===== src/rtl/traffic_light.sv =====
// ---------------------------------------------------------------------------
// traffic_light
//
// Purpose:
//   Controller for a main road / side road crossing with a pedestrian walk
//   phase that runs alongside the side-road green. Main road holds GREEN
//   until it has shown green for at least MIN_GREEN cycles and a side car
//   or pedestrian request is present. It then runs a fixed sequence:
//   yellow, all-red, side green, side yellow, all-red, and back to main
//   green.
//
// Parameters (each must be an integer in 1..255):
//   MIN_GREEN   - minimum cycles of main GREEN before yielding
//   SIDE_GREEN  - exact cycles of side GREEN
//   YELLOW_TIME - cycles in each yellow phase
//   ALLRED_TIME - cycles in each all-red clearance phase
//
// Ports:
//   clk        in   single clock; all state changes on the rising edge
//   reset      in   synchronous, active-high; overrides every other input
//   side_car   in   level side-road vehicle sensor (not latched)
//   ped_btn    in   pedestrian request; may be a single-cycle pulse
//   main_light out  2-bit light code for the main road
//   side_light out  2-bit light code for the side road
//   walk       out  pedestrian walk indicator (only during side green)
//   state      out  current FSM state, for debug
//
// Light code: RED = 2'd0, YELLOW = 2'd1, GREEN = 2'd2.
// ---------------------------------------------------------------------------
module traffic_light #(
    parameter int MIN_GREEN   = 8,
    parameter int SIDE_GREEN  = 6,
    parameter int YELLOW_TIME = 3,
    parameter int ALLRED_TIME = 2
) (
    input  logic       clk,
    input  logic       reset,
    input  logic       side_car,
    input  logic       ped_btn,
    output logic [1:0] main_light,
    output logic [1:0] side_light,
    output logic       walk,
    output logic [2:0] state
);

    localparam logic [1:0] LIGHT_RED    = 2'd0;
    localparam logic [1:0] LIGHT_YELLOW = 2'd1;
    localparam logic [1:0] LIGHT_GREEN  = 2'd2;

    // Timer value seen in the last cycle of each phase. A phase of length N
    // spends timer values 0..N-1, so it leaves when the timer reads N-1.
    localparam logic [7:0] MIN_GREEN_LAST  = 8'(MIN_GREEN - 1);
    localparam logic [7:0] SIDE_GREEN_LAST = 8'(SIDE_GREEN - 1);
    localparam logic [7:0] YELLOW_LAST     = 8'(YELLOW_TIME - 1);
    localparam logic [7:0] ALLRED_LAST     = 8'(ALLRED_TIME - 1);
    localparam logic [7:0] TIMER_MAX       = 8'hFF;

    typedef enum logic [2:0] {
        MAIN_GO       = 3'd0,
        MAIN_SLOW     = 3'd1,
        CLEAR_TO_SIDE = 3'd2,
        SIDE_GO       = 3'd3,
        SIDE_SLOW     = 3'd4,
        CLEAR_TO_MAIN = 3'd5
    } state_t;

    state_t     state_q;
    state_t     state_d;
    logic [7:0] timer_q;
    logic       ped_pending_q;
    logic       walk_q;
    logic       main_request;
    logic       entering_side;
    logic       leaving_side;

    assign main_request  = side_car | ped_pending_q | ped_btn;
    assign entering_side = (state_q == CLEAR_TO_SIDE) && (state_d == SIDE_GO);
    assign leaving_side  = (state_q == SIDE_GO) && (state_d != SIDE_GO);

    // Next-state logic.
    // NOTE: every always_comb output gets a default first, so no path can
    // leave it unassigned and infer a latch.
    always_comb begin
        state_d = state_q;
        case (state_q)
            MAIN_GO:
                if ((timer_q >= MIN_GREEN_LAST) && main_request)
                    state_d = MAIN_SLOW;
            MAIN_SLOW:
                if (timer_q == YELLOW_LAST) state_d = CLEAR_TO_SIDE;
            CLEAR_TO_SIDE:
                if (timer_q == ALLRED_LAST) state_d = SIDE_GO;
            SIDE_GO:
                if (timer_q == SIDE_GREEN_LAST) state_d = SIDE_SLOW;
            SIDE_SLOW:
                if (timer_q == YELLOW_LAST) state_d = CLEAR_TO_MAIN;
            CLEAR_TO_MAIN:
                if (timer_q == ALLRED_LAST) state_d = MAIN_GO;
            // Encodings 6 and 7 recover to main green on the next edge.
            default:
                state_d = MAIN_GO;
        endcase
    end

    // Lights are a pure function of the state; unknown states show all-red.
    always_comb begin
        main_light = LIGHT_RED;
        side_light = LIGHT_RED;
        case (state_q)
            MAIN_GO:   main_light = LIGHT_GREEN;
            MAIN_SLOW: main_light = LIGHT_YELLOW;
            SIDE_GO:   side_light = LIGHT_GREEN;
            SIDE_SLOW: side_light = LIGHT_YELLOW;
            default: ;
        endcase
    end

    // NOTE: state registers use non-blocking assignments so every register
    // samples the pre-edge values, independent of statement order.
    always_ff @(posedge clk) begin
        if (reset) begin
            state_q       <= MAIN_GO;
            timer_q       <= 8'd0;
            ped_pending_q <= 1'b0;
            walk_q        <= 1'b0;
        end else begin
            state_q <= state_d;

            if (state_d != state_q)
                timer_q <= 8'd0;
            else if (timer_q != TIMER_MAX)
                timer_q <= timer_q + 8'd1;

            // The request is consumed on entry to side green. Inside side
            // green the button is ignored, except on the edge that leaves
            // it, so that press is remembered for the next cycle.
            if (entering_side)
                ped_pending_q <= 1'b0;
            else if (ped_btn && ((state_q != SIDE_GO) || leaving_side))
                ped_pending_q <= 1'b1;

            // Walk is decided once at side-green entry and held for the
            // whole phase.
            if (entering_side)
                walk_q <= ped_pending_q | ped_btn;
            else if (leaving_side)
                walk_q <= 1'b0;
        end
    end

    assign walk  = walk_q;
    assign state = state_q;

endmodule


===== config.mk =====
export PLATFORM = sky130hd
export DESIGN_NAME = traffic_light
export DESIGN_NICKNAME = d
export VERILOG_FILES = /design/src/rtl/traffic_light.sv
export SDC_FILE = /design/constraint.sdc
export NUM_CORES = 1
export LEC_CHECK = 0
export CAP_MARGIN = 20
export CORE_MARGIN = 2
export CORE_UTILIZATION = 51
export CTS_CLUSTER_SIZE = 20
export DETAILED_ROUTE_END_ITERATION = 10
export PLACE_DENSITY_LB_ADDON = 0.1
export SLEW_MARGIN = 25
export SYNTH_ARGS = -nofsm -noshare
export SYNTH_HDL_FRONTEND = slang
export SYNTH_SLANG_ARGS = --single-unit

===== constraint.sdc =====
create_clock -name clk -period 2.9 [get_ports clk]
set_input_delay 0.29 -clock clk [delete_from_list [all_inputs] [get_ports clk]]
set_output_delay 0.29 -clock clk [all_outputs]
set_load 0.02 [all_outputs]

==> impl_results.md <==
* Slowest cell on the critical path: or4_1
* Syn nets at 106
* Drt drc at 0
* # fillers at 139
* Total grt overflow at 0
* Via-to-Cell Ratio at 6.032
* Synth Area in Adders at 4.702%
* Area of the multi-input gates at 506.7 um^2
* Site row count at 14
* Routed wire length at 1.785 mm
* CTS tree: built
* Register area at 260.3 um^2
* Complex-gate fraction of the synthesized area at 21.00%
* F_max at 419.8 MHz
* Area grow syn2layout at 17.08%
* First-pass GRT wire length at 2.980 mm
* Arr. time, crit path at 2520 ps
* Synthesized area at 798.3 um^2
* H-tree depth at 1
* Synth unique cells at 36
* Initial antenna violation count at 0
* CTS resizes at 0
* CORE AREA at 0.001489 mm^2
* Lkg Pwr at 0.3214 nW
* Inserted Clock Buffers at 3
* Fin crit share at 82.15%
* Status: completed
* Most frequent cells in the layout: nor2_1, dfxtp_1, clkdlybuf4s50_1
* Post-Syn Area per Cell at 8.063 um^2
* Max stage delay on crit path at 660 ps
* Final WS setup at 517.6 ps
* Sw frac at 27.17%
* Finish-stage setup viols at 0
* Commonest non-fill, non-tap cell in the layout: nor2_1
* Worst slew margin at 59.83%
* Clock power frac at 32.3%
* Die Y at 43.56 um
* DIE AREA at 0.001897 mm^2
* Worst min path class: flip-flop to flip-flop
* Clock latency on the worst-skew pair at 280 ps
* Crit path kind: flip-flop to flip-flop
* Slew Limit Fails at 0
* RSZ-0062 raised after global routing: false
* Endpoint, Worst Hold: ped_pending_q$_SDFFE_PP0P_
* Hold_sp: ped_pending_q$_SDFFE_PP0P_
* Sequential area share after synthesis at 32.60%
* FF-to-FF setup slack at 520 ps
* Power Density at 381.0 mW/mm^2
* Maximum vdd ir drop at 0.0002573 V
* Clk slew on worst S/H paths at 90 ps
* Chip width at 43.56 um
* Clock Root Buffer: clkbuf_4
* Hold buffers post-CTS at 0
* Reg2reg start: timer_q[3]$_SDFFE_PP0P_
* Fin cells at 125
* Final setup TNS at 0 ps
* Comb power frac at 13.2%
* Clk sink count at 13
* Crit end category: flip-flop
* Diodes inserted at 0
* Drt wl/cell at 14.28 um
* Synth warn at 0
* Hold Path Cell Cnt at 2
* Max_cap viols at 0
* Startpoint Class: flip-flop
* Final hold violation count at 0
* Internal Power at 0.0002594 W
* Starting DRT DRC Count at 17
* Nets at 117
* GRT Overall Usage at 20.89%
* Ports at 12
* Initial Util at 53.61%
* Post-DP HPWL at 1.273 mm
* Largest family of logic cells by synthesized area: simple AND/OR/NAND/NOR gates
* Switching power at 0.00009677 W
* Port bufs at 11
* Mux cell area share after synthesis at 1.254%
* Syn Inst Count at 99
* Worst Tran Pin Value at 597.1 ps
* DRT antenna net count at 0
* Largest net degree at the start of global routing at 14
* Crit path required time at 3040 ps
* Share of layout cells above drive strength 1 at 7.339%
* Simple-gate area share of the yosys netlist at 35.42%
* Synth area leaders: dfxtp_1, nor2_1, ha_1, o21ai_0, nand2b_1
* Initial DRT Pass Iterations at 6
* Xor and xnor area share after synthesis at 1.097%
* Seq cells post-synth at 13
* RePlAce Congestion at 0.7452
* Vias in the first global route at 654
* Placement Setup Slack at 636.8 ps
* Leading area contributor after synthesis: dfxtp_1
* Postcts setup bufs at 0
* CP Max Fanout at 8
* Share of the synthesized area in the top cell type at 32.60%
* R2r endpoint: timer_q[2]$_SDFFE_PP0P_
* FF-to-FF path depth at 5
* Final Skew at 8.109 ps
* Dpl cells at 121
* Sequential Power Share at 54.5%
* Crit-path cells: or4_1 -> nor4_1 -> a221oi_1 -> a32oi_2 -> a211oi_1
* Vias at 754
* Clk buf depth at 2
* Tmin final at 2382 ps
stage by stage:
step                      util (%)  hold slack, ps  total power, W  area [um^2]
final                        62.77           548.5       0.0003561        934.6
after floorplan                  -           358.9       0.0002290        798.3
after global routing         62.77           580.9       0.0003738        934.6
after detailed placement     61.01           539.4       0.0002451        908.4
after CTS                    62.77           552.6       0.0003591        934.6
after global placement       61.01           539.3       0.0002435        908.4
metal layers:
layer	track usage, %	wire, um
met1	31.07	887
met2	29.71	810
met3	4.167	76
met4	7.879	11
met5	0	0
area by class of cell:
cell class              count  area share [%]
multi-input cells          78           54.22
flip-flops and latches     13           27.84
repair buffers             11           11.78
clock buffers               4           2.811
well taps                  16           2.142
inverters                   3           1.205
worst max-delay path, delay by kind of cell, from the launching register on:
| kind | cells | cell delay (ps) |
|---|---|---|
| compound gates | 3 | 730 |
| flops | 1 | 360 |
| simple gates | 2 | 1150 |
registers in the layout, summed over array words and instances (netlist names):
register and cells:
walk 1, timer_q 8, ped_pending_q 1, state 3
cell families after synthesis:
family                     Yosys count
AOI/OAI and AO/OA                   21
xor gates and xnor gates             1
adders and majority gates            3
buffers and inverters                8
DFF                                 13
muxes                                1
and+or+nand+nor                     52
cell usage after synthesis:
cell,n
nor3b_1,2
and2_1,3
o21ai_0,6
ha_1,3
nor4_1,1
dfxtp_1,13
nor3_1,5
mux2i_1,1
buf_2,1
nand4_1,1
nand2b_1,4
a221oi_1,1
inv_1,3
a21oi_1,2
and4_1,1
or2_1,1
and3_1,3
a211oi_2,1
xnor2_1,1
a32oi_2,1
nor3b_2,1
a2111oi_2,1
o311a_1,1
or3_1,1
a31oi_1,2
nor2b_1,2
a41oi_1,1
o41a_1,1
a2111oi_0,2
nor2_1,17
or4_1,1
a211oi_1,2
nand3_1,4
clkbuf_1,4
nor4b_2,1
nand2_1,4
power groups by stage:
| stage | Combinational (W) | Clock (W) | Sequential [W] |
|---|---|---|---|
| after floorplan | 0.0000350 | 0 | 0.000194 |
| after global placement | 0.0000455 | 0 | 0.000198 |
| after detailed placement | 0.0000466 | 0 | 0.000198 |
| after CTS | 0.0000473 | 0.000118 | 0.000194 |
| after global routing | 0.0000521 | 0.000126 | 0.000195 |
| final | 0.0000469 | 0.000115 | 0.000194 |
worst max-delay path by stage:
| stage | from | endpoint | slack, ps | cells after the start |
|---|---|---|---|---|
| after floorplan | state[1]$_SDFF_PP0_ | timer_q[0]$_SDFFE_PP0P_ | 850 | 6 |
| after global placement | timer_q[3]$_SDFFE_PP0P_ | timer_q[0]$_SDFFE_PP0P_ | 660 | 5 |
| after detailed placement | timer_q[3]$_SDFFE_PP0P_ | timer_q[2]$_SDFFE_PP0P_ | 640 | 5 |
| after CTS | timer_q[3]$_SDFFE_PP0P_ | timer_q[2]$_SDFFE_PP0P_ | 520 | 5 |
| after global routing | timer_q[3]$_SDFFE_PP0P_ | timer_q[0]$_SDFFE_PP0P_ | 340 | 5 |
| final | timer_q[3]$_SDFFE_PP0P_ | timer_q[2]$_SDFFE_PP0P_ | 520 | 5 |
Power figures use the tool's default switching activity.
